`config.mk`:
```
export PLATFORM = sky130hd
export DESIGN_NAME = prog_oscillator
export DESIGN_NICKNAME = d
export VERILOG_FILES = /design/src/rtl/prog_oscillator.sv
export SDC_FILE = /design/constraint.sdc
export NUM_CORES = 1
export LEC_CHECK = 0
export ABC_AREA = 1
export CORE_MARGIN = 3
export CORE_UTILIZATION = 50
export CTS_CLUSTER_SIZE = 10
export DETAILED_ROUTE_END_ITERATION = 12
export MAX_ROUTING_LAYER = met4
export PLACE_DENSITY = 0.68
export REMOVE_ABC_BUFFERS = 1
export SYNTH_ARGS = -nofsm -noshare
export SYNTH_HDL_FRONTEND = slang
export SYNTH_SLANG_ARGS = --single-unit
```
`constraint.sdc`:
```
create_clock -name i_clk -period 3.49 [get_ports i_clk]
set_clock_uncertainty 0.05 [all_clocks]
set_input_delay 0.698 -clock i_clk [delete_from_list [all_inputs] [get_ports i_clk]]
set_output_delay 0.698 -clock i_clk [all_outputs]
set_load 0.02 [all_outputs]
```
`src/rtl/prog_oscillator.sv`:
```
// Programmable clock generator with period/high-time shadow registers.
// Supports continuous output or counted bursts, with changes applied on period boundaries.
module prog_oscillator #(
    parameter int WIDTH = 8,
    parameter int CNT_W = 8
) (
    input  logic             i_clk,
    input  logic             i_rst,
    input  logic             i_ena,
    input  logic             i_mode,
    input  logic             i_load,
    input  logic [WIDTH-1:0] i_period,
    input  logic [WIDTH-1:0] i_high,
    input  logic [CNT_W-1:0] i_burst,
    output logic             o_out,
    output logic             o_tick,
    output logic             o_done,
    output logic             o_running
);

    typedef enum logic [1:0] {
        S_IDLE    = 2'd0,
        S_RUN     = 2'd1,
        S_ARMWAIT = 2'd2
    } state_t;

    localparam logic [WIDTH-1:0] ONE     = WIDTH'(1);
    localparam logic [WIDTH-1:0] TWO     = WIDTH'(2);
    localparam logic [CNT_W-1:0] CNT_ONE = CNT_W'(1);

    state_t           r_state;
    logic [WIDTH-1:0] r_count;
    logic [WIDTH-1:0] r_per;
    logic [WIDTH-1:0] r_hi;
    logic [CNT_W-1:0] r_rem;
    logic             r_burst_mode;
    logic [WIDTH-1:0] r_sh_per;
    logic [WIDTH-1:0] r_sh_hi;
    logic [CNT_W-1:0] r_sh_burst;
    logic             r_ena_prev;
    logic             r_out;
    logic             r_tick;
    logic             r_done;

    state_t           w_next_state;
    logic [WIDTH-1:0] w_next_count;
    logic [WIDTH-1:0] w_next_per;
    logic [WIDTH-1:0] w_next_hi;
    logic [CNT_W-1:0] w_next_rem;
    logic             w_next_mode;
    logic             w_next_done;
    logic             w_next_out;
    logic             w_next_tick;
    logic             w_ena_rise;
    logic             w_boundary;
    logic [WIDTH-1:0] w_clamp_per;
    logic [WIDTH-1:0] w_high_min;
    logic [WIDTH-1:0] w_clamp_hi;

    // Clamp so that every loaded waveform has at least one high and one low cycle.
    assign w_clamp_per = (i_period < TWO) ? TWO : i_period;
    assign w_high_min  = (i_high == '0) ? ONE : i_high;
    assign w_clamp_hi  = (w_high_min > (w_clamp_per - ONE)) ? (w_clamp_per - ONE) : w_high_min;

    assign w_ena_rise = i_ena & ~r_ena_prev;
    assign w_boundary = (r_count == (r_per - ONE));

    always_ff @(posedge i_clk) begin
        if (i_rst) begin
            r_sh_per   <= TWO;
            r_sh_hi    <= ONE;
            r_sh_burst <= CNT_ONE;
        end else if (i_load) begin
            r_sh_per   <= w_clamp_per;
            r_sh_hi    <= w_clamp_hi;
            r_sh_burst <= i_burst;
        end
    end

    // ENA history keeps tracking during reset so a level held through reset is not an edge.
    always_ff @(posedge i_clk) begin
        r_ena_prev <= i_ena;
    end

    always_comb begin
        w_next_state = r_state;
        w_next_count = r_count;
        w_next_per   = r_per;
        w_next_hi    = r_hi;
        w_next_rem   = r_rem;
        w_next_mode  = r_burst_mode;
        w_next_done  = 1'b0;
        case (r_state)
            S_IDLE: begin
                w_next_count = '0;
                if (!i_mode && i_ena) begin
                    w_next_state = S_RUN;
                    w_next_mode  = 1'b0;
                    w_next_per   = r_sh_per;
                    w_next_hi    = r_sh_hi;
                    w_next_rem   = '0;
                end else if (i_mode && w_ena_rise) begin
                    w_next_mode = 1'b1;
                    if (r_sh_burst != '0) begin
                        w_next_state = S_RUN;
                        w_next_per   = r_sh_per;
                        w_next_hi    = r_sh_hi;
                        w_next_rem   = r_sh_burst;
                    end else begin
                        w_next_state = S_ARMWAIT;
                        w_next_done  = 1'b1;
                        w_next_rem   = '0;
                    end
                end
            end
            S_RUN: begin
                if (w_boundary) begin
                    w_next_count = '0;
                    if (!r_burst_mode) begin
                        if (i_ena) begin
                            w_next_per = r_sh_per;
                            w_next_hi  = r_sh_hi;
                        end else begin
                            w_next_state = S_IDLE;
                        end
                    end else if (r_rem > CNT_ONE) begin
                        w_next_rem = r_rem - CNT_ONE;
                        w_next_per = r_sh_per;
                        w_next_hi  = r_sh_hi;
                    end else begin
                        w_next_state = S_ARMWAIT;
                        w_next_rem   = '0;
                        w_next_done  = 1'b1;
                    end
                end else begin
                    w_next_count = r_count + ONE;
                end
            end
            S_ARMWAIT: begin
                if (!i_ena) begin
                    w_next_state = S_IDLE;
                end
            end
            default: begin
                w_next_state = S_IDLE;
                w_next_count = '0;
                w_next_rem   = '0;
            end
        endcase
    end

    // Outputs are registered from the next-state view so they line up with the new phase.
    assign w_next_out  = (w_next_state == S_RUN) && (w_next_count < w_next_hi);
    assign w_next_tick = (w_next_state == S_RUN) && (w_next_count == '0);

    always_ff @(posedge i_clk) begin
        if (i_rst) begin
            r_state      <= S_IDLE;
            r_count      <= '0;
            r_per        <= TWO;
            r_hi         <= ONE;
            r_rem        <= '0;
            r_burst_mode <= 1'b0;
            r_out        <= 1'b0;
            r_tick       <= 1'b0;
            r_done       <= 1'b0;
        end else begin
            r_state      <= w_next_state;
            r_count      <= w_next_count;
            r_per        <= w_next_per;
            r_hi         <= w_next_hi;
            r_rem        <= w_next_rem;
            r_burst_mode <= w_next_mode;
            r_out        <= w_next_out;
            r_tick       <= w_next_tick;
            r_done       <= w_next_done;
        end
    end

    assign o_out     = r_out;
    assign o_tick    = r_tick;
    assign o_done    = r_done;
    assign o_running = (r_state != S_IDLE);

endmodule

```
; Yosys cells after proc, flatten, opt, wreduce, memory -nomap -nowiden
; Index checks and enable logic that the tools add are counted.
[op_classes]
reduce_logical = 15
n_bitwise = 3
muxes = 45
order_cmp = 4
add_sub_neg = 4
multipliers = 0
shift = 0
div = 0
eq_ne = 10
[op_table]
columns = operator, n
row1 = $mux 8, 24
row2 = $pmux 8 s2, 3
row3 = $pmux 8 s3, 1
row4 = $sub 8x1->8 const B, 3
row5 = $logic_not 8->1, 2
row6 = $mux 2, 7
row7 = $ne 3x3->1 const B, 4
row8 = $add 8x1->8 const B, 1
row9 = $eq 8x8->1, 1
row10 = $gt 8x1->1 const B, 1
row11 = $gt 8x8->1, 1
row12 = $lt 8x2->1 const B, 1
row13 = $lt 8x8->1, 1
row14 = $mux 1, 8
row15 = $reduce_bool 8->1, 1
row16 = $pmux 2 s3, 1
row17 = $reduce_and 6->1, 1
row18 = $reduce_bool 2->1, 3
row19 = $eq 2x1->1 const B, 2
row20 = $logic_and 1x1->1, 4
row21 = $ne 2x2->1 const B, 2
row22 = $reduce_and 4->1, 1
row23 = $eq 2x2->1 const B, 1
row24 = $logic_not 2->1, 1
row25 = other kinds (5), 6
[totals]
reg_bits = 63
latch_bits = 0
rom_bits = 0
memories = 0
out_inout_bits = 4
elab_cells = 94
ramBits = 0

; Logic depth before layout (Yosys ltp)
; Gate-level depths: netlist (run 1).
[depth]
depth_word = 8
mapped_depth = 24

; Worst setup path before layout (run 1)
; OpenSTA, ideal clock, no wires.
[synth_timing]
path_kind = input -> register
start = input i_period[2]
end = register r_sh_hi[2]
setup_slack_ns = 0.198
arrival_ns = 3.108
t_required_ns = 3.306
setup_time_ns = 0.134
cell_stages = 20
path_buffers = 1
cell_sequence = nor2_1 > nand2_1 > nor4_1 > nor2_1 > inv_1 > ha_1 > nand3_1 > xor2_1 > inv_1 > ha_1 > nand2_1 > nor2_1 > nand2_1 > o211ai_1 > nand2_1 > inv_1 > clkbuf_1 > nand2_1 > o211ai_1 > a21oi_1
[synth_via]
elab_chain_len = 5
[synth_lines]
columns = item, line
row1 = "start, declared", 12  ; input logic [WIDTH-1:0] i_period,
row2 = $lt 8x2->1, 61  ; assign w_clamp_per = (i_period < TWO) ? TWO : i_period;
row3 = $mux 8 (*), 61
row4 = $sub 8x1->8 (*), 63  ; assign w_clamp_hi = (w_high_min > (w_clamp_per - ONE)) ? (w_clamp_per - ONE) : w_high_min;
row5 = $gt 8x8->1, 63
row6 = $mux 8 (*), 63
row7 = "end signal, assigned", 75  ; r_sh_hi <= w_clamp_hi;
row8 = "end, declared", 38  ; logic [WIDTH-1:0] r_sh_hi;
; Mark *: on every way between the ends. The rest lies on a longest branch, timed or not.
; A chain may end at the register's enable or synchronous reset.

; Final worst setup path (run 1)
[layout_timing]
start = input i_period[7]
end = register r_sh_hi[6]
; Same word-level chain as after synthesis.

==> flow_metrics.py, run 1 <==
metrics = {
    "timing": {
        "finalHoldViolations": 0,
        "slew-limit-headroom": 0.4152,
        "drv_slew": 0,
        "fmax_ghz": 0.3025,
        "setup_total_negative_slack_ns": 0,
        "min_period_over_period": 0.9473,
        "setup_slack_ns": 0.1839,
        "setup_viol_count_final": 0,
        "period_minus_slack_ns": 3.306,
        "worst_hold_slack_ns": 0.4333,
        "tightest_slew_ns": 0.8762,
    },
    "synthesis": {
        "postSynthRegisterBits": 63,
        "synth.distinct_cells": 39,
        "synth.avg_cell_area_um2": 6.710,
        "synth_edf_count": 0,
        "synthCells": 601,
        "synth.cell_area_um2": 4033,
        "asyncSetResetFlopFracSynth": 0,
        "synthFlopType": "sky130_fd_sc_hd__dfxtp_1",
        "synth-seq-area-share": 0.3128,
        "ys.warnings.count": 0,
    },
    "global_route": {
        "grt_util_all_layers": 0.2439,
        "grt_overflow_total": 0,
        "vias_in_the_first_global_route": 3703,
        "antenna_found_initial": 0,
        "grt_first_pass_wirelength_mm": 17.08,
        "grt_max_degree": 33,
    },
    "final_layout": {
        "areaGrowthSynthToFinish_pct": 21.66,
        "post-route-util": 0.6316,
        "mostFrequentLayoutCell": "sky130_fd_sc_hd__nand2_1",
        "final_cell_count_no_fill": 758,
        "layout_common_cells": "110 x sky130_fd_sc_hd__nand2_1, 80 x sky130_fd_sc_hd__inv_1, 67 x sky130_fd_sc_hd__nor2_1, 63 x sky130_fd_sc_hd__dfxtp_1, 51 x sky130_fd_sc_hd__a21oi_1",
        "drive_gt1_frac": 0.1174,
        "antenna_cells": 0,
        "fin_nets": 704,
        "design_area_um2": 4906,
    },
    "clocking": {
        "clkLatencyLatePin_ns": 0.34,
        "clock_path_buffers": 2,
        "cts_tree": "done",
        "cts-root-buf": "sky130_fd_sc_hd__clkbuf_8",
        "tritoncts.num_buffers": 9,
        "clock_tree.htree_level_count": 3,
        "post_cts_hold_buffer_count": 0,
        "worst_setup_hold_path_clk_slew_ns": 0.07,
        "numClockSinks": 63,
    },
    "worst_hold_path": {
        "timing.hold.worst_path_depth": 2,
        "worstHoldPathType": "register to register",
    },
    "detailed_routing": {
        "drt_drc_violations_left": 0,
        "dr.pass1.iters": 4,
        "detailedRoute.firstIterationViolations": 212,
        "routed_wirelength_mm": 10.26,
        "detail_route.wl_per_cell_um": 13.53,
        "ant_nets": 0,
        "number_of_vias_in_the_routed_layout": 4006,
        "vias_per_cell": 5.285,
    },
    "setup_path": {
        "cp_max_fo": 7,
        "length_in_cells_of_the_worst_reg_to_reg_path": 24,
        "arrival_ns": 3.47,
        "kind_of_critical_path": "input pin to register",
        "timing.critical_path.from_type": "input pin",
        "worst-endpoint-required_ns": 3.65,
        "endpoint_kind": "register",
    },
    "placement": {
        "buffer_ports.inserted": 32,
        "post-place-ws_ns": -0.3568,
        "gpl.final_weighted_congestion": 0.8946,
        "post-dp-hpwl_mm": 7.938,
        "dpl-instance-area_um2": 4578,
        "placed_cells_incl_taps": 737,
    },
    "power_and_ir_drop": {
        "power_per_cell_area_nw_per_um2": 455.2,
        "vdd_drop_max_mv": 0.2210,
        "total_leakage_power_nw": 2.141,
        "report.power.total_mw": 2.233,
    },
    "run_status": {
        "run_status": "finished, final reports clean",
    },
    "floorplan": {
        "pin_count": 33,
        "initial_core_util": 0.5192,
        "dieArea_um2": 9179,
        "core_um2": 7767,
        "std_cell_rows": 32,
        "die_w_um": 95.81,
        "die_height_um": 95.81,
    },
    "run": {
        "max_cap_viol_count": 0,
    },
}
## critical path: stages
cell and delay (ns):
sky130_fd_sc_hd__clkdlybuf4s50_1 0.43, sky130_fd_sc_hd__nor4_1 0.29, sky130_fd_sc_hd__buf_4 0.17, sky130_fd_sc_hd__nor2_1 0.04
sky130_fd_sc_hd__inv_1 0.08, sky130_fd_sc_hd__ha_2 0.21, sky130_fd_sc_hd__nand3_2 0.08, sky130_fd_sc_hd__xor2_1 0.16
sky130_fd_sc_hd__inv_1 0.07, sky130_fd_sc_hd__ha_1 0.27, sky130_fd_sc_hd__nand2_1 0.06, sky130_fd_sc_hd__nor2_1 0.13
sky130_fd_sc_hd__nand2_1 0.07, sky130_fd_sc_hd__o211ai_1 0.10, sky130_fd_sc_hd__nand2_2 0.13, sky130_fd_sc_hd__buf_12 0.14
sky130_fd_sc_hd__clkinvlp_4 0.11, sky130_fd_sc_hd__nand2_1 0.06, sky130_fd_sc_hd__o211ai_1 0.08, sky130_fd_sc_hd__a21oi_1 0.08
## where the power goes
part | internal (mW) | leakage (nW) | switching [mW]
clock | 0.425 | 0.109 | 0.300
combinational | 0.268 | 1.51 | 0.407
sequential | 0.784 | 0.519 | 0.0489
## layer usage
metal | vias to the layer above | wire [um] | part of all wire | track usage
met5 | - | 0 | 0 | -
met4 | 0 | 198 | 0.019 | 0.08768
met3 | 16 | 368 | 0.036 | 0.05004
met2 | 85 | 4832 | 0.47 | 0.3926
met1 | 1818 | 4857 | 0.47 | 0.3027
li1 | 2087 | - | - | -
## repair_timing
| item | 4_1_cts | 5_1_grt |
|---|---|---|
| setup endpoints to repair | 0 | 8 |
| buffers inserted | 0 | 4 |
| resized for setup | 0 | 19 |
## synth_stat cells (all sizes together), types with 3 or more instances
library cell	number	area share
nand2	113	0.11
inv	84	0.078
nor2	75	0.075
dfxtp	63	0.31
a21oi	54	0.067
o21ai	51	0.064
nand3	26	0.035
ha	24	0.074
clkbuf	23	0.021
nor3	15	0.024
o22ai	12	0.019
xor2	11	0.024
o211ai	9	0.017
nand4	7	0.011
xnor2	7	0.015
o311ai	6	0.013
o31ai	6	0.011
nor4	3	0.0047
## final timing paths
kind / start / end / slack, ns
worst max-delay path: i_period[7] / r_sh_hi[6] / 0.18
worst min-delay path: r_sh_hi[1] / r_sh_hi[1] / 0.43
worst max register to register: r_per[0] / o_out / 0.37
worst min register to register: r_sh_hi[1] / r_sh_hi[1] / 0.43
## sequential cells by signal, indices dropped and copies added, names as in the netlist
| register | cells |
|---|---|
| r_count | 8 |
| r_hi | 8 |
| r_per | 8 |
| r_rem | 8 |
| r_sh_burst | 8 |
| r_sh_hi | 8 |
| r_sh_per | 8 |
| r_state | 2 |
| o_done | 1 |
| o_out | 1 |
| o_tick | 1 |
| r_burst_mode | 1 |
| r_ena_prev | 1 |
## kinds of logic (layout without fill, tap and decap cells)
kind of cell	Yosys count	after routing	synth area share
XOR/XNOR	18	18	0.03909
AO/OA/AOI/OAI	144	144	0.2054
flip-flops	63	63	0.3128
buffers and inverters	109	164	0.1042
AND/OR/NAND/NOR	243	243	0.2640
adder cells (fa/ha/maj)	24	24	0.07447
## final cells by class
class,instances,area [um2]
fill,759,2861
multi-input combinational,429,2385
sequential,63,1261
timing repair buffer,63,575.6
inverter,84,319.1
clock buffer,10,137.6
tap,102,127.6
clock inverter,6,92.59
timing repair inverter,1,7.507
Power figures use the tool's default switching activity.
==> inputs of run 2 (changes only) <==
==> constraint.sdc (replaced) <==
create_clock -name i_clk -period 3.3 [get_ports i_clk]
set_clock_uncertainty 0.05 [all_clocks]
set_input_delay 0.66 -clock i_clk [delete_from_list [all_inputs] [get_ports i_clk]]
set_output_delay 0.66 -clock i_clk [all_outputs]
set_load 0.02 [all_outputs]
==> run 2 against run 1 <==
Against the previous run: worst setup slack better by 0.0014 ns; via count up 0.92%; global-route usage up 0.050 points; register-to-register slack worse by 0.08 ns; die area unchanged; clock-buffer cell count down 1; sequential power up 5.8%; non-clock buffer count up 11; wire length up 1.7%; sequential share of layout area down 0.32 points; utilization up 0.81 points; cell count up 1.3%; critical endpoint is now r_sh_hi[5]; largest cell class unchanged; highest routed layer unchanged.
==> flow_metrics.py, run 2 (synthesized netlist as in run 1, its figures left out) <==
metrics = {
    "run_status": {
        "run_status": "finished, final reports clean",
    },
    "run": {
        "max_cap_viol_count": 0,
    },
    "detailed_routing": {
        "drt-met1-wl_mm": 4.803,
        "number_of_vias_in_the_routed_layout": 4043,
        "route.met3.wl_um": 409,
        "route.met2.wl_mm": 4.999,
        "detail_route.wl_per_cell_um": 13.58,
        "drt_drc_violations_left": 0,
        "routed_wirelength_mm": 10.43,
        "detailedRoute.firstIterationViolations": 211,
        "dr.pass1.iters": 6,
        "vias_per_cell": 5.264,
        "ant_nets": 0,
        "top_layer": "met4",
    },
    "setup_path": {
        "crit_chain": "clkdlybuf4s50_1 -> nor4_1 -> buf_4 -> nor2_1 -> inv_1 -> ha_2 -> nand3_2 -> xor2_1 -> inv_1 -> ha_1 -> nand2_2 -> nor2_2 -> nand2_1 -> o211ai_1 -> nand2_2 -> clkinv_4 -> buf_6 -> a21oi_2 -> o21ai_1 -> a21oi_1",
        "max_stage_delay_ns": 0.42,
        "timing.critical_path.slowest_stage_cell": "sky130_fd_sc_hd__clkdlybuf4s50_1",
        "critical_path_buf_inv_count": 6,
        "arrival_ns": 3.34,
        "cp-startpoint": "i_period[6]",
        "timing.critical_path.from_type": "input pin",
        "worst-endpoint-required_ns": 3.53,
        "reg2reg_setup_slack_ns": 0.29,
        "endpoint_kind": "register",
        "kind_of_critical_path": "input pin to register",
        "cp_max_fo": 6,
        "length_in_cells_of_the_worst_reg_to_reg_path": 20,
        "timing.rr.end": "o_out",
        "critPathTopFamily": "buffers and inverters",
        "rr_startpoint": "r_per[0]",
    },
    "power_and_ir_drop": {
        "vdd_drop_max_mv": 0.2310,
        "power_per_cell_area_nw_per_um2": 477.2,
        "report.power.total_mw": 2.371,
        "total_leakage_power_nw": 2.205,
    },
    "global_route": {
        "grt_first_pass_wirelength_mm": 17.22,
        "antenna_found_initial": 0,
        "grt_util_all_layers": 0.2444,
        "grt_overflow_total": 0,
        "grt_max_degree": 33,
        "vias_in_the_first_global_route": 3769,
    },
    "floorplan": {
        "die_height_um": 95.81,
        "initial_core_util": 0.5192,
        "die_w_um": 95.81,
        "pin_count": 33,
        "core_um2": 7767,
        "std_cell_rows": 32,
        "dieArea_um2": 9179,
    },
    "placement": {
        "dpl-instance-area_um2": 4623,
        "buffer_ports.inserted": 32,
        "gpl.final_weighted_congestion": 0.9358,
        "post-dp-hpwl_mm": 8.078,
        "placed_cells_incl_taps": 743,
        "post-place-ws_ns": -0.4042,
    },
    "clocking": {
        "cts-root-buf": "sky130_fd_sc_hd__clkbuf_8",
        "worst_setup_hold_path_clk_slew_ns": 0.07,
        "post_cts_hold_buffer_count": 0,
        "clock_path_buffers": 2,
        "cts_tree": "done",
        "numClockSinks": 63,
        "clock_tree.htree_level_count": 3,
        "clkLatencyLatePin_ns": 0.35,
        "tritoncts.num_buffers": 9,
    },
    "worst_hold_path": {
        "timing.hold.worst_endpoint": "r_sh_hi[1]",
        "timing.hold.worst_path_depth": 2,
        "worstHoldPathType": "register to register",
        "timing.hold.worst.start": "r_sh_hi[1]",
    },
    "final_layout": {
        "fin_nets": 714,
        "antenna_cells": 0,
        "design_area_um2": 4969,
        "post-route-util": 0.6397,
        "mostFrequentLayoutCell": "sky130_fd_sc_hd__nand2_1",
        "layout_common_cells": "109 x sky130_fd_sc_hd__nand2_1, 80 x sky130_fd_sc_hd__inv_1, 65 x sky130_fd_sc_hd__nor2_1, 63 x sky130_fd_sc_hd__dfxtp_1, 53 x sky130_fd_sc_hd__a21oi_1",
        "drive_gt1_frac": 0.1321,
        "areaGrowthSynthToFinish_pct": 23.21,
        "final_cell_count_no_fill": 768,
    },
    "timing": {
        "min_period_over_period": 0.9438,
        "drv_slew": 0,
        "setup_slack_ns": 0.1853,
        "slew-limit-headroom": 0.3983,
        "period_minus_slack_ns": 3.115,
        "fmax_ghz": 0.3211,
        "finalHoldViolations": 0,
        "tightest_slew_ns": 0.9015,
        "setup_viol_count_final": 0,
    },
}
run 2: changes by cell type in the layout (fill, tap and decap cells not counted), sizes merged:
cell           before  now
buf                31   42
clkbuf             10    9
clkdlybuf4s50      28   27
clkinv              1    2
clkinvlp            4    1
dlymetal6s2s        4    5
inv                84   86
run 2: routing by layer:
layer	global-route usage	up-vias
li1	-	2119
met1	0.3037	1809
met2	0.4001	96
met3	0.03753	19
met4	0.09242	0
met5	-	-
run 2: worst max path at each step:
stage	to	cells past startpoint
2_1_floorplan	r_sh_hi[3]	19
3_3_place_gp	r_sh_hi[6]	21
3_5_place_dp	r_sh_hi[6]	21
6_report	r_sh_hi[5]	20
5_1_grt	o_out	24
4_1_cts	r_sh_hi[6]	21
run 2: final cells by class:
cell class | count | area, um2
Inverter | 84 | 320.3
Multi-Input combinational cell | 429 | 2381
Clock buffer | 9 | 123.9
Tap cell | 102 | 127.6
Fill cell | 709 | 2799
Clock inverter | 7 | 102.6
Timing Repair Buffer | 74 | 651.9
Sequential cell | 63 | 1261
run 2: per-stage QoR:
stage	hold WS, ns	TNS, ns
after CTS	0.4282	0
after global placement	0.4162	-2.149
final	0.4288	0
after detailed placement	0.4175	-2.816
after floorplan	0.3865	0
after global routing	0.4575	-0.0001381
run 2: what timing repair did:
item                       4_1_cts  5_1_grt
buffers inserted                 0        9
pin swaps                        0       10
resized for setup                1       22
setup endpoints to repair        5        9
run 2: power breakdown:
group | switching (mW) | internal (mW) | total (mW)
registers | 0.0523 | 0.829 | 0.881
logic | 0.430 | 0.294 | 0.724
clock network | 0.332 | 0.434 | 0.766
total | 0.814 | 1.56 | 2.37
run 2: worst register-to-register path: stages, from the launching register on:
cell and delay (ns):
sky130_fd_sc_hd__dfxtp_1 0.36, sky130_fd_sc_hd__inv_1 0.07, sky130_fd_sc_hd__ha_1 0.25, sky130_fd_sc_hd__inv_1 0.07, sky130_fd_sc_hd__nand2_1 0.06, sky130_fd_sc_hd__nand3_1 0.11
sky130_fd_sc_hd__nand2_1 0.07, sky130_fd_sc_hd__nor3_2 0.12, sky130_fd_sc_hd__nand2_1 0.08, sky130_fd_sc_hd__nor2_2 0.17, sky130_fd_sc_hd__nand3_2 0.10, sky130_fd_sc_hd__buf_4 0.18
sky130_fd_sc_hd__o311ai_1 0.31, sky130_fd_sc_hd__inv_1 0.10, sky130_fd_sc_hd__ha_1 0.30, sky130_fd_sc_hd__nand2_1 0.12, sky130_fd_sc_hd__inv_1 0.05, sky130_fd_sc_hd__nand3_1 0.06
sky130_fd_sc_hd__o2111a_1 0.17, sky130_fd_sc_hd__nand2_1 0.06, sky130_fd_sc_hd__a21oi_1 0.11
